## src/rtl/pe_pkg.sv

```systemverilog
// rtl/pe_pkg.sv - shared state/counter types and default geometry for the PE controller
package pe_pkg;

   localparam int P_DEF = 6;
   localparam int Q_DEF = 4;
   localparam int S_DEF = 3;
   localparam int QS    = Q_DEF * S_DEF;
   localparam int PQS   = P_DEF * QS;

   typedef enum logic [2:0] {
      ST_IDLE,
      ST_LOAD_IFMAP,
      ST_LOAD_WGHT,
      ST_INIT_PSUM,
      ST_COMPUTE,
      ST_ACC_OUT,
      ST_DONE
   } pe_state_e;

   // CNT_IJ walks i,j only; CNT_IJK walks i,j,k with k innermost; CNT_K walks k only
   typedef enum logic [1:0] {
      CNT_IJ,
      CNT_IJK,
      CNT_K
   } cnt_mode_e;

endpackage

```

## src/rtl/pe_loop_cnt.sv

```systemverilog
// rtl/pe_loop_cnt.sv - nested i/j/k loop counter with running ifmap/weight base addresses
module pe_loop_cnt
   import pe_pkg::*;
#(
   parameter int P                   = P_DEF,
   parameter int Q                   = Q_DEF,
   parameter int S                   = S_DEF,
   parameter int IFMAP_ADDR_BITWIDTH = 4,
   parameter int WGHT_ADDR_BITWIDTH  = 7,
   parameter int PSUM_ADDR_BITWIDTH  = 3
) (
   input  logic                           i_clk,
   input  logic                           i_rst,
   input  logic                           i_en,
   input  cnt_mode_e                      i_mode,
   output logic                           o_last,
   output logic [IFMAP_ADDR_BITWIDTH-1:0] o_ifmap_addr,
   output logic [WGHT_ADDR_BITWIDTH-1:0]  o_wght_addr,
   output logic [PSUM_ADDR_BITWIDTH-1:0]  o_k
);

   localparam logic [IFMAP_ADDR_BITWIDTH-1:0] J_MAX   = IFMAP_ADDR_BITWIDTH'(S - 1);
   localparam logic [IFMAP_ADDR_BITWIDTH-1:0] I_TOP   = IFMAP_ADDR_BITWIDTH'((Q - 1) * S);
   localparam logic [IFMAP_ADDR_BITWIDTH-1:0] S_STEP  = IFMAP_ADDR_BITWIDTH'(S);
   localparam logic [WGHT_ADDR_BITWIDTH-1:0]  QS_STEP = WGHT_ADDR_BITWIDTH'(Q * S);
   localparam logic [PSUM_ADDR_BITWIDTH-1:0]  K_MAX   = PSUM_ADDR_BITWIDTH'(P - 1);

   // i is carried as its ifmap base i*S and k as its weight base k*Q*S
   logic [IFMAP_ADDR_BITWIDTH-1:0] i_base, j;
   logic [PSUM_ADDR_BITWIDTH-1:0]  k;
   logic [WGHT_ADDR_BITWIDTH-1:0]  k_base;
   logic                           i_last, j_last, k_last;
   logic                           step_i, step_j, step_k;

   assign i_last = (i_base == I_TOP);
   assign j_last = (j == J_MAX);
   assign k_last = (k == K_MAX);

   always_comb begin
      step_k = (i_mode != CNT_IJ);
      step_j = (i_mode == CNT_IJ) || ((i_mode == CNT_IJK) && k_last);
      step_i = step_j && j_last;
      case (i_mode)
         CNT_IJ:  o_last = i_last && j_last;
         CNT_IJK: o_last = i_last && j_last && k_last;
         default: o_last = k_last;
      endcase
   end

   always_ff @(posedge i_clk) begin
      if (i_rst) begin
         i_base <= '0;
         j      <= '0;
         k      <= '0;
         k_base <= '0;
      end else if (i_en) begin
         if (step_k) begin
            k      <= k_last ? '0 : k + 1'b1;
            k_base <= k_last ? '0 : k_base + QS_STEP;
         end
         if (step_j) j <= j_last ? '0 : j + 1'b1;
         if (step_i) i_base <= i_last ? '0 : i_base + S_STEP;
      end
   end

   assign o_ifmap_addr = i_base + j;
   assign o_wght_addr  = WGHT_ADDR_BITWIDTH'(o_ifmap_addr) + k_base;
   assign o_k          = k;

endmodule

```

## src/rtl/pe_ctrl.sv

```systemverilog
// rtl/pe_ctrl.sv - PE control FSM: scratchpad loads, psum clear, 1-D conv MAC loop, psum drain
module pe_ctrl
   import pe_pkg::*;
#(
   parameter int IFMAP_ADDR_BITWIDTH = 4,
   parameter int WGHT_ADDR_BITWIDTH  = 7,
   parameter int PSUM_ADDR_BITWIDTH  = 3,
   parameter int P                   = P_DEF,
   parameter int Q                   = Q_DEF,
   parameter int S                   = S_DEF
) (
   input  logic                           i_clk,
   input  logic                           i_rst,
   input  logic                           i_start,
   output logic                           o_busy,
   output logic                           o_done,
   input  logic                           i_ifmap_valid,
   output logic                           o_ifmap_ready,
   input  logic                           i_wght_valid,
   output logic                           o_wght_ready,
   input  logic                           i_psum_valid,
   output logic                           o_psum_ready,
   output logic                           o_psum_valid,
   input  logic                           i_psum_ready,
   output logic [IFMAP_ADDR_BITWIDTH-1:0] o_ifmap_ra,
   output logic [IFMAP_ADDR_BITWIDTH-1:0] o_ifmap_wa,
   output logic [WGHT_ADDR_BITWIDTH-1:0]  o_wght_ra,
   output logic [WGHT_ADDR_BITWIDTH-1:0]  o_wght_wa,
   output logic [PSUM_ADDR_BITWIDTH-1:0]  o_psum_ra,
   output logic [PSUM_ADDR_BITWIDTH-1:0]  o_psum_wa,
   output logic                           o_ifmap_we,
   output logic                           o_wght_we,
   output logic                           o_psum_we,
   output logic                           o_acc_sel,
   output logic                           o_rst_psum
);

   if (Q * S > 2 ** IFMAP_ADDR_BITWIDTH) begin : g_bad_ifmap
      $error("pe_ctrl: Q*S does not fit the ifmap spad");
   end
   if (P * Q * S > 2 ** WGHT_ADDR_BITWIDTH) begin : g_bad_wght
      $error("pe_ctrl: P*Q*S does not fit the weight spad");
   end
   if (P > 2 ** PSUM_ADDR_BITWIDTH) begin : g_bad_psum
      $error("pe_ctrl: P does not fit the psum spad");
   end

   pe_state_e                      state, state_nxt;
   cnt_mode_e                      cnt_mode;
   logic                           cnt_en, cnt_last;
   logic [IFMAP_ADDR_BITWIDTH-1:0] ifmap_addr;
   logic [WGHT_ADDR_BITWIDTH-1:0]  wght_addr;
   logic [PSUM_ADDR_BITWIDTH-1:0]  k;

   pe_loop_cnt #(
      .P                   (P),
      .Q                   (Q),
      .S                   (S),
      .IFMAP_ADDR_BITWIDTH (IFMAP_ADDR_BITWIDTH),
      .WGHT_ADDR_BITWIDTH  (WGHT_ADDR_BITWIDTH),
      .PSUM_ADDR_BITWIDTH  (PSUM_ADDR_BITWIDTH)
   ) u_loop_cnt (
      .i_clk        (i_clk),
      .i_rst        (i_rst),
      .i_en         (cnt_en),
      .i_mode       (cnt_mode),
      .o_last       (cnt_last),
      .o_ifmap_addr (ifmap_addr),
      .o_wght_addr  (wght_addr),
      .o_k          (k)
   );

   always_ff @(posedge i_clk) begin
      if (i_rst) state <= ST_IDLE;
      else       state <= state_nxt;
   end

   // Counter control kept apart from the output block so cnt_last never feeds back into its own mode
   always_comb begin
      cnt_mode = CNT_K;
      cnt_en   = 1'b0;
      case (state)
         ST_LOAD_IFMAP: begin cnt_mode = CNT_IJ;  cnt_en = i_ifmap_valid; end
         ST_LOAD_WGHT:  begin cnt_mode = CNT_IJK; cnt_en = i_wght_valid;  end
         ST_INIT_PSUM:  begin cnt_mode = CNT_K;   cnt_en = 1'b1;          end
         ST_COMPUTE:    begin cnt_mode = CNT_IJK; cnt_en = 1'b1;          end
         ST_ACC_OUT:    begin cnt_mode = CNT_K;   cnt_en = i_psum_valid && i_psum_ready; end
         default:       ;
      endcase
   end

   always_comb begin
      state_nxt     = state;
      o_busy        = (state != ST_IDLE);
      o_done        = 1'b0;
      o_ifmap_ready = 1'b0;
      o_wght_ready  = 1'b0;
      o_psum_ready  = 1'b0;
      o_psum_valid  = 1'b0;
      o_ifmap_ra    = '0;
      o_ifmap_wa    = '0;
      o_wght_ra     = '0;
      o_wght_wa     = '0;
      o_psum_ra     = '0;
      o_psum_wa     = '0;
      o_ifmap_we    = 1'b0;
      o_wght_we     = 1'b0;
      o_psum_we     = 1'b0;
      o_acc_sel     = 1'b0;
      o_rst_psum    = 1'b0;
      case (state)
         ST_IDLE: if (i_start) state_nxt = ST_LOAD_IFMAP;
         ST_LOAD_IFMAP: begin
            o_ifmap_ready = 1'b1;
            o_ifmap_we    = i_ifmap_valid;
            o_ifmap_wa    = ifmap_addr;
            if (i_ifmap_valid && cnt_last) state_nxt = ST_LOAD_WGHT;
         end
         ST_LOAD_WGHT: begin
            o_wght_ready = 1'b1;
            o_wght_we    = i_wght_valid;
            o_wght_wa    = wght_addr;
            if (i_wght_valid && cnt_last) state_nxt = ST_INIT_PSUM;
         end
         ST_INIT_PSUM: begin
            o_rst_psum = 1'b1;
            o_acc_sel  = 1'b1;
            o_psum_we  = 1'b1;
            o_psum_wa  = k;
            if (cnt_last) state_nxt = ST_COMPUTE;
         end
         ST_COMPUTE: begin
            o_ifmap_ra = ifmap_addr;
            o_wght_ra  = wght_addr;
            o_psum_ra  = k;
            o_psum_wa  = k;
            o_psum_we  = 1'b1;
            if (cnt_last) state_nxt = ST_ACC_OUT;
         end
         ST_ACC_OUT: begin
            o_psum_ra    = k;
            o_acc_sel    = 1'b1;
            o_psum_valid = i_psum_valid;
            o_psum_ready = i_psum_ready;
            if (i_psum_valid && i_psum_ready && cnt_last) state_nxt = ST_DONE;
         end
         ST_DONE: begin
            o_done    = 1'b1;
            state_nxt = ST_IDLE;
         end
         default: state_nxt = ST_IDLE;
      endcase
   end

endmodule

```

## config.mk

```make
export PLATFORM = sky130hd
export DESIGN_NAME = pe_ctrl
export DESIGN_NICKNAME = d
export VERILOG_FILES = /design/src/rtl/pe_pkg.sv /design/src/rtl/pe_loop_cnt.sv /design/src/rtl/pe_ctrl.sv
export SDC_FILE = /design/constraint.sdc
export NUM_CORES = 1
export LEC_CHECK = 0
export ABC_AREA = 1
export BUFFER_PORTS_ARGS = -buffer_cell sky130_fd_sc_hd__buf_2
export CAP_MARGIN = 5
export CORE_MARGIN = 5
export CORE_UTILIZATION = 53
export DETAILED_ROUTE_END_ITERATION = 8
export GPL_TIMING_DRIVEN = 0
export PLACE_DENSITY = 0.91
export SETUP_SLACK_MARGIN = 0.2
export SLEW_MARGIN = 15
export SYNTH_ARGS = -nofsm -noshare
export SYNTH_HDL_FRONTEND = slang
export SYNTH_SLANG_ARGS = --single-unit
```

## constraint.sdc

```tcl
create_clock -name i_clk -period 2.71 [get_ports i_clk]
set_input_delay 0.1355 -clock i_clk [delete_from_list [all_inputs] [get_ports i_clk]]
set_output_delay 0.1355 -clock i_clk [all_outputs]
set_load 0.01 [all_outputs]
```

==> reports/qor.txt <==
Status - complete, no violations
Crit path required time - 2570 ps
Avg Cell Area, Syn - 6.19 sq um
Fin. Hold Viols - 0
Pins over their slew limit - 0
Hold Crit Class - input port to flip-flop
Ports - 46
Max_cap viols - 0
Register area share after synthesis - 0.223
Fmax - 399 MHz
Slew @ Worst Pin - 434 ps
Tmin final - 2500 ps
Bufs on Longest Clock Path - 2
Vert. Die Dim - 66.7 microns
CP max stage cell - fa_2
Fin Setup TNS - 0 ps
Pre-antenna DRT Iters - 4
Post-CTS Hold Buffers - 0
Yosys top cell area share - 0.223
GRT overflow - 0
Post-Syn Nets - 292
Final period util - 0.924
N_diodes - 0
Top-count cell post-synth - nand2_1
CTS Sinks - 19
Fillers - 255
Top cells by area, synth - dfxtp_1 (22%), nand2_1 (13%), nor2_1 (13%)
CTS tree - done
Crit-path max FO - 4
Nets - 352
Final-report setup violation count - 0
Die ar. - 4450 sq um
Routed len/inst - 10.7 microns
Largest delay share family, worst path - adder cells
Library cells used by synthesis - 31
Mapped Cells - 275
Ys async rst share - 0
Number of flops mapped to enable cells by yosys - 0
Post-Route Skew - 7.90 ps
Layout cell share with drive strength beyond 1 - 0.305
Clk pin slew, worst setup/hold paths - 110 ps
Pin count of the biggest net entering global routing - 11
Crit path kind - flip-flop to output port
Ys flop type - dfxtp_1
RSZ-0062 raised after global routing - yes
Yosys top cell by area - dfxtp_1
TritonCTS Buffers - 3
Die Wd - 66.7 microns
Lkg Pwr - 0.00112 uW
Slowest stage delay, CP - 400 ps
CP Launch Type - flip-flop
Synthesis-to-finish area growth - 28.8%
GRT Util Overall - 0.186
CP endpoint kind - output port
Antenna Nets Post-Route - 0
DRC Markers - 0
Final wirelength - 4.06 mm
Power per cell area - 578 nW/um^2
VDD IR-drop max - 452 uV
Worst Path Buf+Inv - 2
Overall Power - 1270 uW
Core area - 3080 sq um
HPWL after DPL - 3.03 mm
Flops & latches, synth - 19
Synth Cell Area - 1700 sq um
Crit path arrival time - 2370 ps
Row cnt - 20
Worst skew pair latency - 300 ps
Vias in the first global route - 1607
Port Buffers - 44
First-pass GRT wire length - 6.59 mm
Initial antenna violation count - 0
Most frequent cells after synthesis - nand2_1 (59), nor2_1 (57), inv_1 (36)
Relative slew slack - 0.711
Initial Util - 0.553
Drt initial violations - 100
Root buf cell - clkbuf_4
Warnings, synthesis - 0
H-tree levels - 1
CP Cell Sequence - ha_4 > fa_2 > xnor2_2 > inv_2 > ha_4 > a21oi_4 > nor2_1 > nand2_1 > xor2_2 > nor2_1 > buf_2
RD Place Congestion - 0.883
Routed vias/inst - 4.84
DR vias - 1830
placed cells by master (no fill, tap or decap), types with 3 or more instances in the layout:
cell type	Yosys	layout
buf_4	4	15
nand2_2	5	5
o21ai_0	6	6
xor2_1	6	5
buf_2	1	45
inv_1	36	35
nor2_2	3	3
nand2_1	59	59
nor2_4	4	4
clkbuf_1	2	3
a21oi_1	16	15
dfxtp_4	0	5
nand4_1	3	3
ha_1	9	5
dfxtp_1	19	13
clkbuf_4	0	3
inv_2	2	3
nand3_1	23	23
nor2_1	57	57
ha_4	0	4
power breakdown:
| part | internal, uW | leakage (uW) | switching (uW) | total [uW] |
|---|---|---|---|---|
| Sequential | 316 | 0.000159 | 37.1 | 353 |
| Combinational | 271 | 0.000945 | 502 | 773 |
| Clock | 57.3 | 0.0000150 | 84.4 | 142 |
| Total | 645 | 0.00112 | 623 | 1270 |
sequential cells by signal (all words and copies together), names as in the netlist:
register           flops
u_loop_cnt.i_base      4
u_loop_cnt.o_k         3
state                  3
u_loop_cnt.k_base      5
u_loop_cnt.j           4
timing repair:
action,CTS,global route
setup buffers,8,3
endpoints found under the setup margin,6,4
pin swaps,3,4
endpoints found under the hold margin,0,0
resized for setup,18,6
logic make-up after synthesis:
logic type / after synthesis / synth area share
and+or+nand+nor: 162 / 0.442
buffers and inverters: 49 / 0.128
AOI/OAI and AO/OA: 25 / 0.0772
DFF: 19 / 0.223
xor gates and xnor gates: 10 / 0.0514
adders and majority gates: 10 / 0.0779
layer usage:
metal  part of all wire  up-vias  track usage
li1                   -      970            -
met1               0.43      796        0.220
met2               0.48       58        0.340
met3              0.070        6       0.0253
met4              0.014        0       0.0635
met5                  0        -            0
worst reg2reg max path: stages (launching register included):
cell and delay [ps]:
dfxtp_4 390, buf_4 110, ha_1 130, nand2_1 50, nor2_1 240, nand3_1 130, nand2_1 130, nand3_1 160
nand2_1 100, nand2_1 50, nor2_1 80
cell type report:
type | count | area (sq um) | share of cell area
sequential | 19 | 400 | 0.183
multi-input combinational | 207 | 1190 | 0.543
inverter | 39 | 149 | 0.0679
buffer | 10 | 68.8 | 0.0314
timing repair buffer | 55 | 303 | 0.138
tap | 44 | 55.1 | 0.0251
clock buffer | 4 | 26.3 | 0.0120
path summary, 6_finish.rpt:
check / startpoint / endpoint / cells past startpoint / slack [ps]
setup / recovery: u_loop_cnt.i_base[0]$_SDFFE_PP0P_ / o_wght_ra[6] / 11 / 210
setup reg to reg: u_loop_cnt.i_base[0]$_SDFFE_PP0P_ / state[1]$_SDFFE_PP0P_ / 10 / 1090
hold reg to reg: u_loop_cnt.i_base[1]$_SDFFE_PP0P_ / u_loop_cnt.i_base[1]$_SDFFE_PP0P_ / 2 / 500
hold / removal: i_rst / u_loop_cnt.i_base[3]$_SDFFE_PP0P_ / 2 / 180
metrics by stage:
stage | worst slack [ps] | instances | util | hold slack [ps] | instance area [sq um]
3_3_place_gp | 248 | 363 | 0.643 | 471 | 1980
2_1_floorplan | 500 | 275 | - | 358 | 1700
4_1_cts | 203 | 375 | 0.693 | 192 | 2130
6_report | 205 | 378 | 0.713 | 181 | 2190
5_1_grt | 98.0 | 378 | 0.713 | 190 | 2190
3_5_place_dp | 203 | 363 | 0.643 | 472 | 1980
(Power assumes the default switching activity.)
